File: config.mk
export PLATFORM = sky130hd
export DESIGN_NAME = dmem_arbiter
export DESIGN_NICKNAME = d
export VERILOG_FILES = /design/src/rtl/dmem_arbiter.sv
export SDC_FILE = /design/constraint.sdc
export NUM_CORES = 1
export LEC_CHECK = 0
export CORE_AREA = 2 2 205 207
export CTS_CLUSTER_SIZE = 10
export DETAILED_ROUTE_END_ITERATION = 10
export DIE_AREA = 0 0 207 209
export SLEW_MARGIN = 20
export SYNTH_ARGS = -nofsm -noshare
export SYNTH_HDL_FRONTEND = slang
export SYNTH_SLANG_ARGS = --single-unit
File: constraint.sdc
create_clock -name i_clk -period 5.3 [get_ports i_clk]
set_input_delay 1.06 -clock i_clk [delete_from_list [all_inputs] [get_ports i_clk]]
set_output_delay 1.06 -clock i_clk [all_outputs]
set_load 0.01 [all_outputs]
File: src/rtl/dmem_arbiter.sv
// dmem_arbiter
//   Shares a single-port data memory between the core memory stage (port 0)
//   and the debug/loader port (port 1). The core has default priority. A
//   starvation counter hands priority to the debug port once it has waited
//   STARVE_LIMIT consecutive cycles. Every access completes in the cycle in
//   which it is granted.
//
// Optional feature macro: DMEM_ARB_PERF_EN
//   When defined, adds o_conflict_cnt, a saturating 32-bit count of the cycles
//   in which both ports request.
//
// Ports
//   i_clk, i_arst        clock, asynchronous active-high reset
//   i_core_*             core request (req/we/addr/wdata)
//   o_core_gnt/rdata     core grant and read data (rdata is 0 when not granted)
//   o_core_stall         i_core_req & ~o_core_gnt
//   i_dbg_*              debug request (req/we/addr/wdata)
//   o_dbg_gnt/rdata      debug grant and read data (rdata is 0 when not granted)
//   o_mem_*              memory address/we/wdata, driven from the granted port
//   i_mem_rdata          combinational memory read data
//   o_conflict_cnt       (DMEM_ARB_PERF_EN only) contention cycle count
//
// State table
//   CORE_PRI | core wins a conflict; debug is granted only when the core is idle
//   DBG_PRI  | debug wins a conflict; core is granted only when debug is idle
module dmem_arbiter #(
  parameter int ADDR_WIDTH   = 64,
  parameter int DATA_WIDTH   = 64,
  parameter int MEM_ADDR_W   = 10,
  parameter int STARVE_LIMIT = 4
) (
  input  logic                  i_clk,
  input  logic                  i_arst,
  input  logic                  i_core_req,
  input  logic                  i_core_we,
  input  logic [ADDR_WIDTH-1:0] i_core_addr,
  input  logic [DATA_WIDTH-1:0] i_core_wdata,
  output logic                  o_core_gnt,
  output logic [DATA_WIDTH-1:0] o_core_rdata,
  output logic                  o_core_stall,
  input  logic                  i_dbg_req,
  input  logic                  i_dbg_we,
  input  logic [ADDR_WIDTH-1:0] i_dbg_addr,
  input  logic [DATA_WIDTH-1:0] i_dbg_wdata,
  output logic                  o_dbg_gnt,
  output logic [DATA_WIDTH-1:0] o_dbg_rdata,
  output logic                  o_mem_we,
  output logic [MEM_ADDR_W-1:0] o_mem_addr,
  output logic [DATA_WIDTH-1:0] o_mem_wdata,
  input  logic [DATA_WIDTH-1:0] i_mem_rdata
`ifdef DMEM_ARB_PERF_EN
  ,
  output logic [31:0]           o_conflict_cnt
`endif
);

  typedef enum logic {
    CORE_PRI = 1'b0,
    DBG_PRI  = 1'b1
  } state_e;

  localparam logic [7:0] LIMIT = 8'(STARVE_LIMIT);

  state_e     state_q, state_d;
  logic [7:0] wait_cnt_q, wait_cnt_d;
  logic       core_gnt, dbg_gnt;

  // Only the low address bits reach the memory; the rest are intentionally dropped.
  logic unused_addr_bits;
  assign unused_addr_bits = ^{i_core_addr[ADDR_WIDTH-1:MEM_ADDR_W],
                              i_dbg_addr[ADDR_WIDTH-1:MEM_ADDR_W]};

  // Grants are gated by reset directly, so they drop the moment reset asserts
  // rather than waiting for the flops to clear.
  always_comb begin
    core_gnt = 1'b0;
    dbg_gnt  = 1'b0;
    if (!i_arst) begin
      if (state_q == CORE_PRI) begin
        core_gnt = i_core_req;
        dbg_gnt  = i_dbg_req & ~i_core_req;
      end else begin
        dbg_gnt  = i_dbg_req;
        core_gnt = i_core_req & ~i_dbg_req;
      end
    end
  end

  always_comb begin
    wait_cnt_d = 8'd0;
    if (i_dbg_req && !dbg_gnt) begin
      wait_cnt_d = (wait_cnt_q == 8'hFF) ? wait_cnt_q : wait_cnt_q + 8'd1;
    end

    state_d = state_q;
    case (state_q)
      CORE_PRI: if (wait_cnt_d == LIMIT) state_d = DBG_PRI;
      DBG_PRI:  if (dbg_gnt || !i_dbg_req) state_d = CORE_PRI;
      default:  state_d = CORE_PRI;
    endcase
  end

  always_ff @(posedge i_clk or posedge i_arst) begin
    if (i_arst) begin
      state_q    <= CORE_PRI;
      wait_cnt_q <= 8'd0;
    end else begin
      state_q    <= state_d;
      wait_cnt_q <= wait_cnt_d;
    end
  end

  always_comb begin
    o_mem_we    = 1'b0;
    o_mem_addr  = '0;
    o_mem_wdata = '0;
    if (core_gnt) begin
      o_mem_we    = i_core_we;
      o_mem_addr  = i_core_addr[MEM_ADDR_W-1:0];
      o_mem_wdata = i_core_wdata;
    end else if (dbg_gnt) begin
      o_mem_we    = i_dbg_we;
      o_mem_addr  = i_dbg_addr[MEM_ADDR_W-1:0];
      o_mem_wdata = i_dbg_wdata;
    end
  end

  assign o_core_gnt   = core_gnt;
  assign o_dbg_gnt    = dbg_gnt;
  assign o_core_stall = i_core_req & ~core_gnt;
  assign o_core_rdata = core_gnt ? i_mem_rdata : '0;
  assign o_dbg_rdata  = dbg_gnt  ? i_mem_rdata : '0;

`ifdef DMEM_ARB_PERF_EN
  logic [31:0] conflict_cnt_q;

  always_ff @(posedge i_clk or posedge i_arst) begin
    if (i_arst) begin
      conflict_cnt_q <= 32'd0;
    end else if (i_core_req && i_dbg_req && (conflict_cnt_q != 32'hFFFF_FFFF)) begin
      conflict_cnt_q <= conflict_cnt_q + 32'd1;
    end
  end

  assign o_conflict_cnt = conflict_cnt_q;
`endif

endmodule

**After elaboration in Yosys (flattened, before gate mapping)**

Cells that the tools add are included.

- Reductions and logical operators: 4
- Equality and inequality tests: 2
- Bitwise operators: 7
- Mux-type cells: 17
- $add $sub $neg: 1

Operators with widths:

| kind | count |
|---|---|
| 64-bit 2-to-1 mux | 4 |
| 10-bit 2-to-1 mux | 2 |
| 8-bit 2-to-1 mux | 2 |
| 8-bit by 1-bit adder with 8-bit output, second input constant | 1 |
| 8-bit by 3-bit == test with 1-bit output, second input constant | 1 |
| 8-bit == test, second input constant | 1 |
| 1-bit 2-to-1 mux | 8 |
| 1-bit inverter | 4 |
| 1-bit bitwise AND | 3 |
| 1-bit logical NOT | 2 |
| 1-bit one-hot mux with 2 select lines | 1 |
| 1-bit logical AND | 1 |
| 1-bit logical OR | 1 |

- Input port bits: 326
- Flip-flop bits (word level): 9
- Output and inout bits: 206
- Logic and storage cells: 33

**Longest topological paths before layout**

Gate-level depths: netlist of run 1.

- Depth in word-level cells: 10
- Gate-level depth with buffers: 7

**Least setup slack after synthesis of run 1**

No wires, ideal clock.

- Path type: input-to-output
- Start point: input port i_arst
- End point: output port o_mem_addr[9]
- Stages on the path: 6
- Required time: 4240 ps
- Data arrival time: 2260 ps
- Slack: 1980 ps
- Cells stage by stage: buf_4 inv_1 and3_1 buf_2 clkbuf_1 a22o_1

- Cells in the longest elaborated chain, start to end: 3
- Elaborated cells between the ends (all ways): 4
- Those cells by class: mux (4)

RTL lines:

| item | RTL line | source |
|---|---|---|
| from (decl) | 33 | `input logic i_arst,` |
| 1-bit 2-to-1 mux | 78 | `if (!i_arst) begin` |
| 10-bit 2-to-1 mux | 121 | `end else if (dbg_gnt) begin` |
| 10-bit 2-to-1 mux * | 117 | `if (core_gnt) begin` |
| to (decl) | 48 | `output logic [MEM_ADDR_W-1:0] o_mem_addr,` |

Every way passes the cells marked *; elsewhere a longest branch is shown, timed or not.

**Worst setup path after layout of run 1**

- Start point: input port i_core_req
- End point: output port o_mem_wdata[41]

- Cells in the longest elaborated chain, start to end: 6
- Elaborated cells between the ends (all ways): 9
- Those cells by class: mux (6); bitwise (3)

RTL lines:

| item | RTL line | source |
|---|---|---|
| from (decl) | 34 | `input logic i_core_req,` |
| 1-bit inverter | 81 | `dbg_gnt = i_dbg_req & ~i_core_req;` |
| 1-bit bitwise AND | 81 |  |
| 1-bit 2-to-1 mux | 79 | `if (state_q == CORE_PRI) begin` |
| 1-bit 2-to-1 mux | 78 |  |
| 64-bit 2-to-1 mux | 121 |  |
| 64-bit 2-to-1 mux * | 117 |  |
| to (decl) | 49 | `output logic [DATA_WIDTH-1:0] o_mem_wdata,` |

Marked as above.

==> results.md, run 1 <==
- The top cell family by delay on the critical path is buffers and inverters.
- The reg2reg setup slack is 3.62 ns.
- Summing all non-filler instances in the final layout gives an area of 0.007107 mm^2.
- The maximum single-stage delay on the critical path is around 0.70 ns.
- STA puts the critical path data arrival time at 3.33 ns.
- The final layout net count is 1026.
- The cell type contributing the most total cell area after synthesis is and2_1.
- The total wirelength of the detailed-routed design is 17580 um.
- The maximum vdd ir drop is 0.09091 mV.
- The start point of the critical path is i_core_req.
- The final global-route overflow total is 0.
- Summing internal, switching and leakage power gives 669.6 uW.
- The detailed-placement wirelength estimate is 15350 um.
- The run finished with clean final reports.
- TritonCTS built the clock tree.
- The minimum clock period is around 4.4 ns.
- The number of clock sinks is 9.
- Among all cell types in the netlist, the one instantiated most often is and2_1.
- The via count is 3860.
- Row generation in the floorplan step produced 75 rows.
- Compared with the post-synthesis result, the final layout area differs by 220.2%.
- The leakage component of the power is 2.520 nW.
- Sorting the synthesized cells by how often they occur yields and2_1, a22o_1, clkbuf_1, dfrtp_1.
- The initial utilization of the core area, before any placement, comes to 0.05376.
- The kind of start point of the critical path is a primary input.
- In the final layout, the share of cells above drive strength 1 is 0.01719.
- The maximum clock rate is 227.9 MHz.
- The library cell used as clock root buffer is clkbuf_16.
- The post-route fraction of the period consumed by the critical path is 0.8277.
- The synthesized cell area is between 0.002 and 0.0025 mm^2.
- The category of the worst setup path capture point is a primary output.
- The worst relative slew slack is 0.5901.
- Port buffering added 423 buffers.
- The number of levels the H-tree was split into is 1.
- The die span in y is 209 um.
- The startpoint of the lowest-slack register-to-register path is wait_cnt_q[0].
- Between clock sinks in the finished design, the worst skew comes to between 0.0004 and 0.0005 ns.
- At the worst endpoint, the required time is 4.24 ns.
- The part of the Yosys area used for sequential elements is 0.1015.
- The floorplan step defined a die boundary enclosing 0.04326 mm^2.
- The length of the first detailed-routing pass in iterations is 4.
- Traced cell by cell, the critical path runs through clkdlybuf4s50_1, nor2b_1, nor3b_4, buf_12, a22o_1, clkdlybuf4s50_1.
- The count of synthesis-stage warnings from yosys is 0.
- Across all hold checks on the routed design, the worst slack comes to roughly 0.58 ns.
- The first-pass GRT wire length is 24100 um.
- Counting flops and latches in the post-synthesis netlist gives 9.
- The tool flagged a number of max-cap violations equal to 0.
- The number of resized instances in the post-cts repair step is 0.
- The count of nets left with antenna violations once routing finished came out at 0.
- Of all nets on the critical path, the largest fanout is 73.
- The average size of a mapped cell is 7.448 um^2.
- The overall fraction of global-route tracks in use is 0.07334.
- In this run, synthesis inferred 0 flip-flops with an integrated enable.
- The core region area is approximately 0.041 mm^2.
- In this run the power density over the cells is 94.22 mW/mm^2.
- The cell count after synthesis came out at 298.
- The repair_antennas step left the layout with diodes totalling 0.
- The clock slew seen by the registers of the worst setup and hold paths is 0.04 ns.
- The via count normalized by instance count is 3.120.
- The clock insertion delay at the later pin of the skew report is around 0.24 ns.
- The number of max-slew violations in the final report was 0.
- The residual DRC count is 0.
- Of the post-synthesis cell area, the dominant cell type holds 0.3608.
- The tightest min-delay check is of the reg2reg type.
- Setup violations remaining at the end of the flow were counted as 0.
- In this run the cell area measured after placement is 0.007027 mm^2.
- The worst min-delay path startpoint is wait_cnt_q[1].
- In this design, the critical path's most frequently occurring cell is clkdlybuf4s50_1.
- The number of setup buffers added after CTS is 0.
- Counting the buffers created by CTS gives 3.
- The congestion estimate from routability-driven global placement came to 0.7804.
- The number of unique standard cell types used by synthesis is 33.
- Setup repair after global routing left no endpoint under its margin.
- At the pin with the least slew margin, the transition time is around 0.6 ns.
- The via count of the first global-routing pass is 3747.
- The count of hold buffers inserted by post-cts repair is 0.
- The number of nets handed over by synthesis was ~630.
- The number of buffers and inverters on the critical path is 3.
- The longest clock path from root to sink contains 2 buffers.
- Yosys attributes the largest share of cell area to and2_1, a22o_1, dfrtp_1, buf_4, buf_6.
- For this design, the slowest cell found on the critical path is clkdlybuf4s50_1.
- The average detailed-routed wire length per instance is 14.21 um.
- After routing, the total negative slack on setup checks comes to 0 ns.
- In the synthesized netlist the async set-or-reset flop fraction comes to 1.000.
- During I/O placement, the number of pins put on the boundary was 532.
- Entering global routing, the biggest net connects 77 pins.
- After the first detailed-routing iteration, the DRC count stood at 249.
- The initial antenna violation count is 2.
- The number of hold violations in the final report was 0.
- For this run, the leading register cell type out of synthesis is dfrtp_1.
- The setup path with the least slack is of type in2out.
- The width of the chip is between 200 and 250 um.
[cell type report]
type	instances	area, um^2
Fill cell	4593	34180
Timing Repair Buffer	428	4322
Multi-Input combinational cell	255	1798
Tap cell	539	674.4
Sequential cell	9	225.2
Clock buffer	3	75.07
Inverter	2	7.507
Clock inverter	1	5.005
[tightest hold or removal path, delay by kind of cell (launching register included)]
kind | cells | cell delay, ns
flops | 1 | 0.40
simple gates | 1 | 0.08
compound gates | 1 | 0.06
[power by group]
group	leakage [nW]	internal (mW)	total, mW	switching [mW]
logic	2.35	0.301	0.462	0.161
clock network	0.0409	0.0996	0.135	0.0356
registers	0.124	0.0705	0.0723	0.00182
total	2.52	0.471	0.670	0.198
[flip-flops by register name, indices dropped and copies added, names as in the netlist]
signal and cells:
state_q 1, wait_cnt_q 8
[layer usage]
metal	global-route usage	part of all wire	vias to the layer above
li1	-	-	1872
met5	0	0.0013	-
met4	0.01059	0.015	4
met2	0.1303	0.48	249
met3	0.03276	0.12	12
met1	0.08202	0.38	1723
[final timing paths]
kind / to / depth (start not counted)
setup / recovery: o_mem_wdata[41] / 6
hold / removal: wait_cnt_q[1] / 2
setup reg to reg: state_q / 5
hold reg to reg: wait_cnt_q[1] / 2
max in group asynchronous: wait_cnt_q[1] / 3
min in group asynchronous: wait_cnt_q[3] / 3
[placed cells by master (no fill, tap or decap), types with 3 or more instances in the layout]
cell / synthesis / final
buf_12: 0 / 4
and2_1: 128 / 128
nor3_1: 5 / 5
nand2_1: 6 / 6
nor2_1: 5 / 5
clkdlybuf4s50_1: 0 / 423
a21oi_1: 4 / 4
a22o_1: 75 / 75
and3_1: 4 / 3
clkbuf_16: 0 / 3
nand3_1: 3 / 3
dfrtp_1: 9 / 9
[cell families after synthesis]
logic type               count (synthesis)  synth area share
AND/OR/NAND/NOR                        161            0.4459
AO/OA/AOI/OAI                           89            0.3371
buffers and inverters                   34           0.09357
flip-flops                               9            0.1015
XOR/XNOR                                 3           0.01184
multiplexers                             1          0.004510
adder cells (fa/ha/maj)                  1          0.005636
[through the flow]
step / util / setup WS [ns] / std cells
after global placement: 0.1702 / 0.8631 / 1233
after global routing: 0.1721 / 0.8068 / 1237
after detailed placement: 0.1702 / 0.8557 / 1233
after floorplan: - / 1.980 / 298
after CTS: 0.1721 / 0.8446 / 1237
final: 0.1721 / 0.9130 / 1237
Power figures use the tool's default switching activity.
==> run 2: changes to the inputs <==
Clock period 5.3 ns to 3.5 ns, I/O delays scaled along.
==> results.md, run 2 (same netlist as run 1, synthesis figures left out) <==
- The worst hold path terminates at wait_cnt_q[1].
- The worst endpoint data arrival time is ~2.7 ns.
- The reg2reg setup slack is 1.80 ns.
- In this run the number of H-tree levels came out at 1.
- TritonCTS built the clock tree.
- The worst-case IR drop observed on VDD is between 0.15 and 0.2 mV.
- The final layout contains routed wiring with a total length of 18380 um.
- The finished layout cell area is 0.007412 mm^2.
- The global placer's final weighted congestion is 0.7979.
- The quantity of I/O buffers inserted on ports is 423.
- After layout, the design draws a total of 1.048 mW.
- After detailed placement, the total cell area comes to 0.007284 mm^2.
- No sink is reached through more buffers than the 2 on the longest clock path.
- The count of hold buffers inserted by post-cts repair is 0.
- The run finished with clean final reports.
- After detailed routing, the average wire length per cell comes to 14.59 um.
- The final layout net count is 1049.
- Summing all multi-input logic gate instances after layout gives 0.001798 mm^2.
- The worst register-to-register path ends at state_q.
- The number of max-slew violations in the final report is 0.
- The leakage component of the power is 2.783 nW.
- For the worst flop-to-flop path, the logic depth is 5.
- Across all layers, the routed design uses 3986 vias.
- For this configuration, the core starts out at a cell density of 0.05376.
- At the pin with the least slew margin, the transition time is 0.3320 ns.
- Counting I/O delays and the setup requirement, the final critical path takes between 3 and 4 ns.
- The die covers 0.04326 mm^2.
- The number of buffers added by the clock tree synthesis step is 3.
- The first detailed-routing pass took 4 iterations.
- Setup violations remaining at the end of the flow were counted as 0.
- The startpoint of the lowest-slack register-to-register path is wait_cnt_q[0].
- The post-layout worst setup margin is 0.07943 ns.
- Dividing the final minimum period by the clock period gives 0.9773.
- The final global-route overflow total is 0.
- Once layout is complete, the utilization of the core stands at 0.1795.
- The power per standard cell area is around 140 mW/mm^2.
- The via count normalized by instance count is approximately 3.2.
- For this run, the top clock speed supported by timing is 292.3 MHz.
- The worst relative slew slack is 0.7756.
- The number of hold violations in the final report is 0.
- Summed over all nets, the half-perimeter wirelength after detailed placement is 15910 um.
- 532 I/O pins were placed.
- The detail route stage leaves a number of antenna-violating nets equal to 0.
- Between clock sinks in the finished design, the worst skew comes to 0.002241 ns.
- The maximum fanout along the worst path is 28.
- The later pin in the worst-skew pair is clocked with a latency of about 0.23 ns.
- The die span in y is 209 um.
- The worst min-delay path startpoint is wait_cnt_q[1].
- Entering global routing, the biggest net connects between 60 and 70 pins.
- The summed negative setup slack over all endpoints is 0 ns.
- The register with the most flip-flops is wait_cnt_q.
- The number of clock sinks is 9.
- The via count of the first global-routing pass is between 3000 and 4000.
- The iteration-0 DRC count of the detailed router is 133.
- The share of final-layout standard cells stronger than drive strength 1 is 0.06519.
- The largest registers in the layout are wait_cnt_q (8), state_q (1).
- The kind of start point of the critical path is a primary input.
- The antenna diode instance count is 0.
- Leaving out fill and tap cells, the most frequent cell in the layout is clkdlybuf4s50_1.
- The cell sitting at the root of the clock tree is a clkbuf_16.
- In the final layout, flip-flops and latches occupy ~230 um^2.
- The core region area is slightly above 0.04 mm^2.
- The clock slew seen by the registers of the worst setup and hold paths is 0.04 ns.
- The layout has about 4600 filler cells.
- The overall fraction of global-route tracks in use is 0.07541.
- In the layout the commonest cells are clkdlybuf4s50_1, and2_1, a22o_1, buf_4, buf_12.
- The register with the most flip-flops in the layout has 8 of them.
- The worst setup path category is in2out.
- The number of cells traversed by the worst hold path is 2.
- The required time of the critical path is ~2.8 ns.
- For this run, design rule violations remaining after detail routing come to 0.
- The width of the chip is 207 um.
- The first global-routing pass estimated 24800 um of wire.
- Row generation in the floorplan step produced 75 rows.
- STA classifies the critical path endpoint as a primary output.
- The initial antenna violation count is 2.
- Setup repair after global routing could not meet its margin everywhere.
- The tool flagged a number of max-cap violations equal to 0.
- The worst slack at placement is about 0.032 ns.
- The worst min-delay path class is reg2reg.
- The area overhead of the layout relative to synthesis is 233.9%.
-- run 2: cell count changes in the layout (fill, tap and decap cells not counted), sizes merged --
cell and change:
clkdlybuf4s50 -17, clkbuf +1, dlymetal6s2s +5, buf +34
-- run 2: worst max-delay path by stage --
stage | endpoint | slack [ns] | cells past startpoint | start
2_1_floorplan | o_mem_addr[9] | 0.90 | 6 | i_arst
4_1_cts | o_dbg_rdata[38] | 0.02 | 6 | i_core_req
6_report | o_dbg_rdata[49] | 0.08 | 8 | i_core_req
5_1_grt | o_dbg_rdata[63] | -0.01 | 7 | i_core_req
3_3_place_gp | o_dbg_rdata[38] | 0.03 | 6 | i_core_req
3_5_place_dp | o_dbg_rdata[38] | 0.03 | 6 | i_core_req
-- run 2: what timing repair did --
action,CTS,global route
buffers inserted,0,2
gates resized for setup,0,7
setup endpoints to repair,0,19
-- run 2: cell type report --
class	count	share of cell area
Sequential cell	9	0.03038
Tap cell	539	0.09099
Clock inverter	1	0.0006752
Inverter	2	0.001013
Timing Repair Buffer	451	0.6242
Clock buffer	3	0.01013
Multi-Input combinational cell	255	0.2426
-- run 2: power breakdown --
| group | internal (mW) | switching, mW | total, mW |
|---|---|---|---|
| logic | 0.486 | 0.253 | 0.739 |
| clock network | 0.150 | 0.0493 | 0.200 |
| registers | 0.107 | 0.00271 | 0.109 |
-- run 2: through the flow --
stage / std cells / hold WS [ns]
after CTS: 1257 / 0.5835
after global placement: 1253 / 0.5753
after detailed placement: 1253 / 0.5775
after global routing: 1260 / 0.6156
after floorplan: 298 / 0.5414
final: 1260 / 0.5766
-- run 2: metal layers --
metal | GRT usage | vias to the layer above | routed length [um]
li1 | - | 1919 | -
met1 | 0.09039 | 1827 | 7500
met2 | 0.1378 | 234 | 9119
met3 | 0.02405 | 4 | 1743
met4 | 0.002217 | 2 | 7
met5 | 0 | - | 12
-- run 2: worst max-delay path: stages --
cell and delay (ns):
clkdlybuf4s50_1 0.43, nor2b_1 0.18, nor3b_4 0.21, buf_4 0.15, buf_12 0.17, buf_4 0.17
and2_1 0.14, clkdlybuf4s50_1 0.54
